`src/rtl/serial_addsub_n.sv`:
```
// -----------------------------------------------------------------------------
// serial_addsub_n
//
// Bit-serial adder/subtractor. Two WIDTH-bit operands are loaded in parallel
// on a start strobe, then added (or subtracted) one bit per clock, LSB first,
// through a single full-adder slice and a carry flip-flop. Latency from the
// start edge to the done pulse is WIDTH cycles.
//
// Subtraction is A + ~B + 1: B is inverted at load time and the carry
// flip-flop is preset to 1, so the same slice serves both operations.
//
// Ports:
//   clk        system clock, all state on the rising edge
//   rst        asynchronous reset, active-low
//   start      request; accepted only in IDLE or DONE
//   mode       0 = A+B, 1 = A-B; sampled with start
//   a, b       operands; sampled with start
//   busy       high while bits are being processed
//   done       one-cycle pulse; result/flags valid
//   result     final sum/difference, held until the next completion
//   carry_out  final carry; for subtract, 1 = no borrow
//   overflow   signed two's-complement overflow
//   sum_bit    registered serial sum bit
//   bit_valid  high for each cycle sum_bit carries a new bit
// -----------------------------------------------------------------------------
module serial_addsub_n #(
    parameter  int WIDTH = 8,
    localparam int CNT_W = $clog2(WIDTH + 1)
) (
    input  logic             clk,
    input  logic             rst,
    input  logic             start,
    input  logic             mode,
    input  logic [WIDTH-1:0] a,
    input  logic [WIDTH-1:0] b,
    output logic             busy,
    output logic             done,
    output logic [WIDTH-1:0] result,
    output logic             carry_out,
    output logic             overflow,
    output logic             sum_bit,
    output logic             bit_valid
);

    typedef enum logic [1:0] {
        ST_IDLE  = 2'd0,
        ST_SHIFT = 2'd1,
        ST_DONE  = 2'd2
    } state_e;

    localparam logic [CNT_W-1:0] LAST_CNT = CNT_W'(WIDTH - 1);

    state_e             state_q,     state_d;
    logic [WIDTH-1:0]   shreg_a_q,   shreg_a_d;
    logic [WIDTH-1:0]   shreg_b_q,   shreg_b_d;
    logic               carry_q,     carry_d;
    logic [CNT_W-1:0]   cnt_q,       cnt_d;
    logic [WIDTH-1:0]   result_q,    result_d;
    logic               carry_out_q, carry_out_d;
    logic               overflow_q,  overflow_d;
    logic               sum_bit_q,   sum_bit_d;
    logic               bit_valid_q, bit_valid_d;

    // The single full-adder slice working on the current LSBs.
    logic fa_s;
    logic fa_c;

    assign fa_s = shreg_a_q[0] ^ shreg_b_q[0] ^ carry_q;
    assign fa_c = (shreg_a_q[0] & shreg_b_q[0]) |
                  (shreg_a_q[0] & carry_q)      |
                  (shreg_b_q[0] & carry_q);

    // -------------------------------------------------------------------------
    // Next-state and output logic
    // -------------------------------------------------------------------------
    always_comb begin
        // NOTE: every signal written here gets a default first, so no path
        // leaves one unassigned and no latch is inferred.
        state_d     = state_q;
        shreg_a_d   = shreg_a_q;
        shreg_b_d   = shreg_b_q;
        carry_d     = carry_q;
        cnt_d       = cnt_q;
        result_d    = result_q;
        carry_out_d = carry_out_q;
        overflow_d  = overflow_q;
        sum_bit_d   = sum_bit_q;
        bit_valid_d = 1'b0;
        busy        = 1'b0;
        done        = 1'b0;

        unique case (state_q)
            ST_IDLE, ST_DONE: begin
                done = (state_q == ST_DONE);
                if (start) begin
                    shreg_a_d = a;
                    shreg_b_d = mode ? ~b : b;
                    carry_d   = mode;
                    cnt_d     = '0;
                    state_d   = ST_SHIFT;
                end else begin
                    state_d   = ST_IDLE;
                end
            end

            ST_SHIFT: begin
                busy        = 1'b1;
                sum_bit_d   = fa_s;
                bit_valid_d = 1'b1;
                carry_d     = fa_c;
                // The vacated MSB of shreg_a collects the sum bits, so after
                // WIDTH shifts it holds the complete result.
                shreg_a_d   = {fa_s, shreg_a_q[WIDTH-1:1]};
                shreg_b_d   = {1'b0, shreg_b_q[WIDTH-1:1]};
                cnt_d       = cnt_q + CNT_W'(1);
                if (cnt_q == LAST_CNT) begin
                    result_d    = {fa_s, shreg_a_q[WIDTH-1:1]};
                    carry_out_d = fa_c;
                    // Carry into the MSB differs from carry out of the MSB.
                    overflow_d  = carry_q ^ fa_c;
                    state_d     = ST_DONE;
                end
            end

            default: begin
                state_d = ST_IDLE;
            end
        endcase
    end

    // -------------------------------------------------------------------------
    // State registers
    // -------------------------------------------------------------------------
    // NOTE: the operand shift registers, carry and counter are reset too, so
    // no stale operand bits survive a mid-operation reset.
    always_ff @(posedge clk or negedge rst) begin
        if (!rst) begin
            state_q     <= ST_IDLE;
            shreg_a_q   <= '0;
            shreg_b_q   <= '0;
            carry_q     <= 1'b0;
            cnt_q       <= '0;
            result_q    <= '0;
            carry_out_q <= 1'b0;
            overflow_q  <= 1'b0;
            sum_bit_q   <= 1'b0;
            bit_valid_q <= 1'b0;
        end else begin
            // NOTE: non-blocking assignments so every register samples the
            // pre-edge values, independent of statement order.
            state_q     <= state_d;
            shreg_a_q   <= shreg_a_d;
            shreg_b_q   <= shreg_b_d;
            carry_q     <= carry_d;
            cnt_q       <= cnt_d;
            result_q    <= result_d;
            carry_out_q <= carry_out_d;
            overflow_q  <= overflow_d;
            sum_bit_q   <= sum_bit_d;
            bit_valid_q <= bit_valid_d;
        end
    end

    assign result    = result_q;
    assign carry_out = carry_out_q;
    assign overflow  = overflow_q;
    assign sum_bit   = sum_bit_q;
    assign bit_valid = bit_valid_q;

endmodule

```
`config.mk`:
```
export PLATFORM = sky130hd
export DESIGN_NAME = serial_addsub_n
export DESIGN_NICKNAME = d
export VERILOG_FILES = /design/src/rtl/serial_addsub_n.sv
export SDC_FILE = /design/constraint.sdc
export NUM_CORES = 1
export LEC_CHECK = 0
export ABC_AREA = 1
export BUFFER_PORTS_ARGS = -buffer_cell sky130_fd_sc_hd__buf_2
export CORE_MARGIN = 10
export CORE_UTILIZATION = 57
export DETAILED_ROUTE_END_ITERATION = 6
export PLACE_DENSITY = 0.8
export SYNTH_ARGS = -nofsm -noshare
export SYNTH_HDL_FRONTEND = slang
export SYNTH_SLANG_ARGS = --single-unit
```
`constraint.sdc`:
```
create_clock -name clk -period 3.7 [get_ports clk]
set_clock_uncertainty 0.15 [all_clocks]
set_input_delay 0.74 -clock clk [delete_from_list [all_inputs] [get_ports clk]]
set_output_delay 0.74 -clock clk [all_outputs]
set_load 0.01 [all_outputs]
```
==> impl_results.md, run 1 <==
* Crit path max fanout at 4
* Final setup vio count at 0
* PD cells at 835 nW/um^2
* Total negative slack at 0 ns
* Area Overhead vs Synth at 13.7%
* PnR Total Power at 1.56 mW
* CP arrival at 1.07 ns
* Register-to-register setup slack at 1.86 ns
* DP Area at 1810 um^2
* Post-synthesis cell area at 1640 um^2
* Placed Cells at 269
* Root Buffer Master: clkbuf_4
* Initial Utilization at 59.5%
* Core Area at 2760 um^2
* Max-slew violations at 0
* Most frequent cells in the layout: nand2_1, dfrtp_1, buf_2
* Worst path bufs/invs at 1
* Fin crit period at 1.96 ns
* WP data required at 2.81 ns
* Global Route Usage Sum at 14.2%
* Die H at 73.6 um
* Commonest non-fill, non-tap cell in the layout: nand2_1
* Worst Tran Pin Value at 0.776 ns
* Max Buffers Root-to-Sink at 2
* Setup ws final at 1.74 ns
* Tcrit/Tclk final at 53.0%
* Ys flop type: dfrtp_1
* Num rows at 19
* Yosys reg bits at 35
* Total of warnings raised by yosys at 0
* Number of detailed-route iterations in the first pass at 4
* TritonCTS Buffers at 5
* Worst Hold Slack at 0.317 ns
* Vias in the first global route at 1328
* Worst slack at placement at 1.81 ns
* Synth Area per Inst at 7.74 um^2
* Fin. Hold Viols at 0
* Cell Chain, Critical Path: nor2_1, buf_2
* Worst VDD drop at 0.565 mV
* Post CTS Setup Buffer Count at 0
* Pleak at 1.06 nW
* Resized cells post-CTS at 0
* Hold buffers post-CTS at 0
* Async SR Flop Fraction at 100%
* Num ports at 34
* Setup Crit Path Kind: flop to primary output
* R2R cell count at 5
* Worst Setup Start Kind: flop
* Post-synth EDFFs at 0
* Sequential-to-total area share from yosys stat at 53.4%
* Crit. End Element: primary output
* Antenna-violating nets left at 0
* Fin cells at 276
* Final wirelength at 3600 um
* Slowest cell on the critical path: dfrtp_1
* First-pass GRT wire length at 6040 um
* Number of remaining DRC errors at 0
* Avg WL per Cell at 13.1 um
* Critical path depth at 2
* Worst Hold Class: primary input to async pin
* CTS Sinks at 35
* Slowest Stage Delay on Critical Path at 0.43 ns
* Via density at 5.07
* PortBufs at 33
* H-tree Lvls at 2
* Max-slew headroom at 48.3%
* Iteration-0 DRC Markers at 90
* Fmax at 510 MHz
* Share of cells above drive strength 1 at 20.8%
* Mapped Cells at 212
* Fin util at 67.6%
* Post-DP HPWL at 2520 um
* Syn Nets at 234
* CTS tree: done
* Antenna diode count at 0
* Largest net degree at the start of global routing at 36
* Die ar. at 5420 um^2
* Worst-skew pair later-pin latency at 0.34 ns
* Max-capacitance violation count at 0
* Initial antenna violation count at 0
* Via count at 1400
* Nets at 267
* Status: completed
* RSZ-0062 raised after global routing: no
* RePlAce Congestion at 0.803
* Worst-path clk slew at 0.10 ns
* Remaining Overflow, GRT at 0
* Largest delay share family, worst path: flip-flops
* Design area at 1870 um^2
* Die X at 73.6 um
* Post-synth cell types at 16
path summary, 6_finish.rpt:
kind	startpoint	end
worst max-delay path	state_q[0]	done
worst min-delay path	rst	result[0]
worst max register to register	state_q[1]	result[0]
worst min register to register	result[0]	result[0]
max in group asynchronous	rst	cnt_q[1]
min in group clk	result[0]	result[0]
layout make-up:
cell class | instances | area (um^2)
repair buffers | 34 | 173
flip-flops and latches | 35 | 876
well taps | 31 | 38.8
clock buffers | 6 | 51.3
clock inverters | 1 | 5.00
fillers | 235 | 892
inverters | 13 | 48.8
multi-input cells | 156 | 673
report_power, final:
part	leakage [nW]	switching (mW)	total (mW)	internal, mW
combinational	0.594	0.403	0.653	0.250
clock	0.0341	0.123	0.211	0.0880
sequential	0.430	0.126	0.694	0.567
metal layers:
layer  GRT usage, %  vias up  share of wire [%]
met2           21.3       37                 46
met3           6.06        5                8.1
met5              0        -                  0
met4           6.21        0                1.4
met1           17.3      639                 45
li1               -      719                  -
cells in the mapped netlist (2+ instances only):
master / instances / area share, %
inv_2: 2 / 0.46
inv_1: 11 / 2.5
nand2_1: 106 / 24
nor2_2: 2 / 0.76
or2_2: 6 / 2.3
nand3_1: 26 / 7.9
buf_2: 7 / 2.1
nor2_1: 10 / 2.3
dfrtp_1: 35 / 53
state kept, by name, summed over array words and instances (netlist names):
signal,count
shreg_a_q,8
result,8
bit_valid,1
shreg_b_q,8
carry_out,1
sum_bit,1
overflow,1
carry_q,1
cnt_q,4
state_q,2
cell families after synthesis:
kind of cell	share of synthesized area, %
AOI/OAI and AO/OA	0.610
xor gates and xnor gates	0.534
adders and majority gates	1.98
buffers and inverters	5.57
DFF	53.4
and+or+nand+nor	37.9
Note: power is estimated with default switching activity, not from simulation.
==> inputs of run 2 (changes only) <==
--- a/config.mk
+++ b/config.mk
@@ -8,9 +8,9 @@
 export ABC_AREA = 1
 export BUFFER_PORTS_ARGS = -buffer_cell sky130_fd_sc_hd__buf_2
 export CORE_MARGIN = 10
-export CORE_UTILIZATION = 57
+export CORE_UTILIZATION = 53
 export DETAILED_ROUTE_END_ITERATION = 6
-export PLACE_DENSITY = 0.8
+export PLACE_DENSITY = 0.75
 export SYNTH_ARGS = -nofsm -noshare
 export SYNTH_HDL_FRONTEND = slang
 export SYNTH_SLANG_ARGS = --single-unit
==> constraint.sdc (replaced) <==
create_clock -name clk -period 1.95 [get_ports clk]
set_clock_uncertainty 0.15 [all_clocks]
set_input_delay 0.39 -clock clk [delete_from_list [all_inputs] [get_ports clk]]
set_output_delay 0.39 -clock clk [all_outputs]
set_load 0.01 [all_outputs]
==> run 2 against run 1 <==
- utilization fell by 3.3 points
- sequential power rose by 90%
- first-iteration DRC count increased by 19%
- register-to-register slack got worse by 1.4 ns
- highest routed layer unchanged
- cell count rose by 3.3%
- clock power grew 110%
- non-clock buffer count grew 6
- largest cell class unchanged
- sequential share of layout area down 1.6 points
- hold slack worse by 0.19 ns
- die area rose by 5.5%
- via count is 1.1% higher
==> impl_results.md, run 2 (synthesis results as in run 1) <==
* Worst Setup Start Kind: flop
* Number of remaining DRC errors at 0 (unchanged)
* Root Buffer Master: clkbuf_4
* Nets at 273 (+2.2%)
* PortBufs at 33 (unchanged)
* WL met3 at 251 um (-14%)
* Slowest Stage Delay on Critical Path at 0.42 ns (about the same)
* Initial Utilization at 54.6% (-4.9 points)
* Die H at 75.6 um (+2.7%)
* Fin. Hold Viols at 0 (unchanged)
* PnR Total Power at 3.06 mW (+96%)
* Status: completed
* CTS tree: done
* Largest net degree at the start of global routing at 36 (unchanged)
* Share of cells above drive strength 1 at 22.2% (+1.4 points)
* Crit path max fanout at 9 (+5)
* DP Area at 1850 um^2 (+2.2%)
* Num ports at 34 (unchanged)
* Total negative slack at 0 ns (unchanged)
* Max-slew violations at 0 (unchanged)
* Number of detailed-route iterations in the first pass at 4 (unchanged)
* Commonest non-fill, non-tap cell in the layout: nand2_1
* Cell Chain, Critical Path: inv_2, nor2_4, buf_2
* Final wirelength at 3600 um (-0.11%)
* Via count at 1416 (+1.1%)
* Vias in the first global route at 1415 (+6.6%)
* Worst Tran Pin Value at 0.433 ns (-0.343 ns)
* H-tree Lvls at 2 (unchanged)
* Final setup vio count at 0 (unchanged)
* Remaining Overflow, GRT at 0 (unchanged)
* Antenna diode count at 0 (unchanged)
* Worst-path clk slew at 0.10 ns (about the same)
* Antenna-violating nets left at 0 (unchanged)
* Largest delay share family, worst path: flip-flops
* Core Area at 3000 um^2 (+8.9%)
* Initial antenna violation count at 0 (unchanged)
* Met2 wire len at 1630 um (-1.0%)
* Most frequent cells in the layout: nand2_1, dfrtp_1, buf_2
* Post-DP HPWL at 2600 um (+3.4%)
* CP arrival at 1.21 ns (+0.14 ns)
* Num rows at 20 (+1)
* Die ar. at 5720 um^2 (+5.5%)
* Worst VDD drop at 0.771 mV (+36%)
* Reg-to-Reg Start: cnt_q[0]
* Pleak at 1.09 nW (+3.3%)
* Worst Hold Class: primary input to flop
* Max layer used: met4
* Max-capacitance violation count at 0 (unchanged)
* Global Route Usage Sum at 14.5% (+0.27 points)
* Via density at 4.97 (-2.1%)
* Slowest cell on the critical path: dfrtp_1
* Worst Hold Slack at 0.129 ns (-0.188 ns)
* Max Buffers Root-to-Sink at 2 (unchanged)
* Area Overhead vs Synth at 17.8%
* Post CTS Setup Buffer Count at 0 (unchanged)
* Routed metal-1 wirelength at 1660 um (+3.4%)
* RSZ-0062 raised after global routing: no
* Max-slew headroom at 71.2% (+23 points)
* Design area at 1930 um^2 (+3.6%)
* Fillers at 284 (+21%)
* Worst-skew pair later-pin latency at 0.34 ns (about the same)
* Die X at 75.6 um (+2.7%)
* PD cells at 1580 nW/um^2 (+89%)
* CTS Sinks at 35 (unchanged)
* Crit. End Element: primary output
* Fmax at 572 MHz
* Tcrit/Tclk final at 89.6%
* Fin crit period at 1.75 ns
* Setup Crit Path Kind: flop to primary output
* First-pass GRT wire length at 6260 um (+3.7%)
* Iteration-0 DRC Markers at 107 (+19%)
* Placed Cells at 276 (+2.6%)
* CP Launch Point: state_q[0]
* TritonCTS Buffers at 5 (unchanged)
* RePlAce Congestion at 0.814 (+1.5%)
* Fin cells at 285 (+3.3%)
* HP Start: a[7]
* Avg WL per Cell at 12.6 um (-3.3%)
* WP data required at 1.41 ns (-1.40 ns)
* Worst path bufs/invs at 2 (+1)
[run 2: changes by cell type in the layout (fill, tap and decap cells not counted), sizes merged]
cell,delta
clkinv,-1
clkbuf,+2
dlygate4sd3,+1
buf,+5
[run 2: metal layers]
layer  track usage (%)  up-vias
met2              22.8       35
li1                  -      731
met5                 0        -
met1              18.0      645
met4              4.95        0
met3              5.21        5
[run 2: worst register-to-register path, cell delays in order (launching register included)]
cell and delay [ns]:
dfrtp_1 0.42, ha_1 0.21, nand2_1 0.07, nor2_1 0.15
nand2_1 0.24, nand2_1 0.14, nand2_1 0.06
[run 2: repair_timing]
action                                  CTS  global route
hold buffers                              1             0
resized for setup                         0             1
endpoints found under the setup margin    0             1
hold endpoints to repair                 35             0
[run 2: path summary, 6_finish.rpt]
check | endpoint | slack, ns | depth (start not counted)
min in group asynchronous | shreg_a_q[3] | 0.45 | 3
setup / recovery | busy | 0.20 | 3
setup reg to reg | result[1] | 0.42 | 6
hold / removal | shreg_a_q[7] | 0.13 | 3
hold reg to reg | overflow | 0.33 | 2
max in group asynchronous | overflow | 0.89 | 3
[run 2: power breakdown]
part	internal [mW]	leakage (nW)	switching [mW]
registers	1.08	0.430	0.242
clock network	0.212	0.0386	0.234
logic	0.513	0.625	0.781
[run 2: final cells by class]
cell class	instances	area [um^2]	area share, %
inverters	13	48.8	2.52
repair buffers	40	220	11.4
flip-flops and latches	35	876	45.3
well taps	33	41.3	2.14
multi-input cells	156	678	35.1
clock buffers	8	68.8	3.56
[run 2: stage by stage]
step,setup slack (ns),utilization [%]
6_report,0.202,64.4
5_1_grt,0.0901,64.4
4_1_cts,0.0816,64.2
3_5_place_dp,0.407,61.6
3_3_place_gp,0.467,61.6
2_1_floorplan,0.579,-
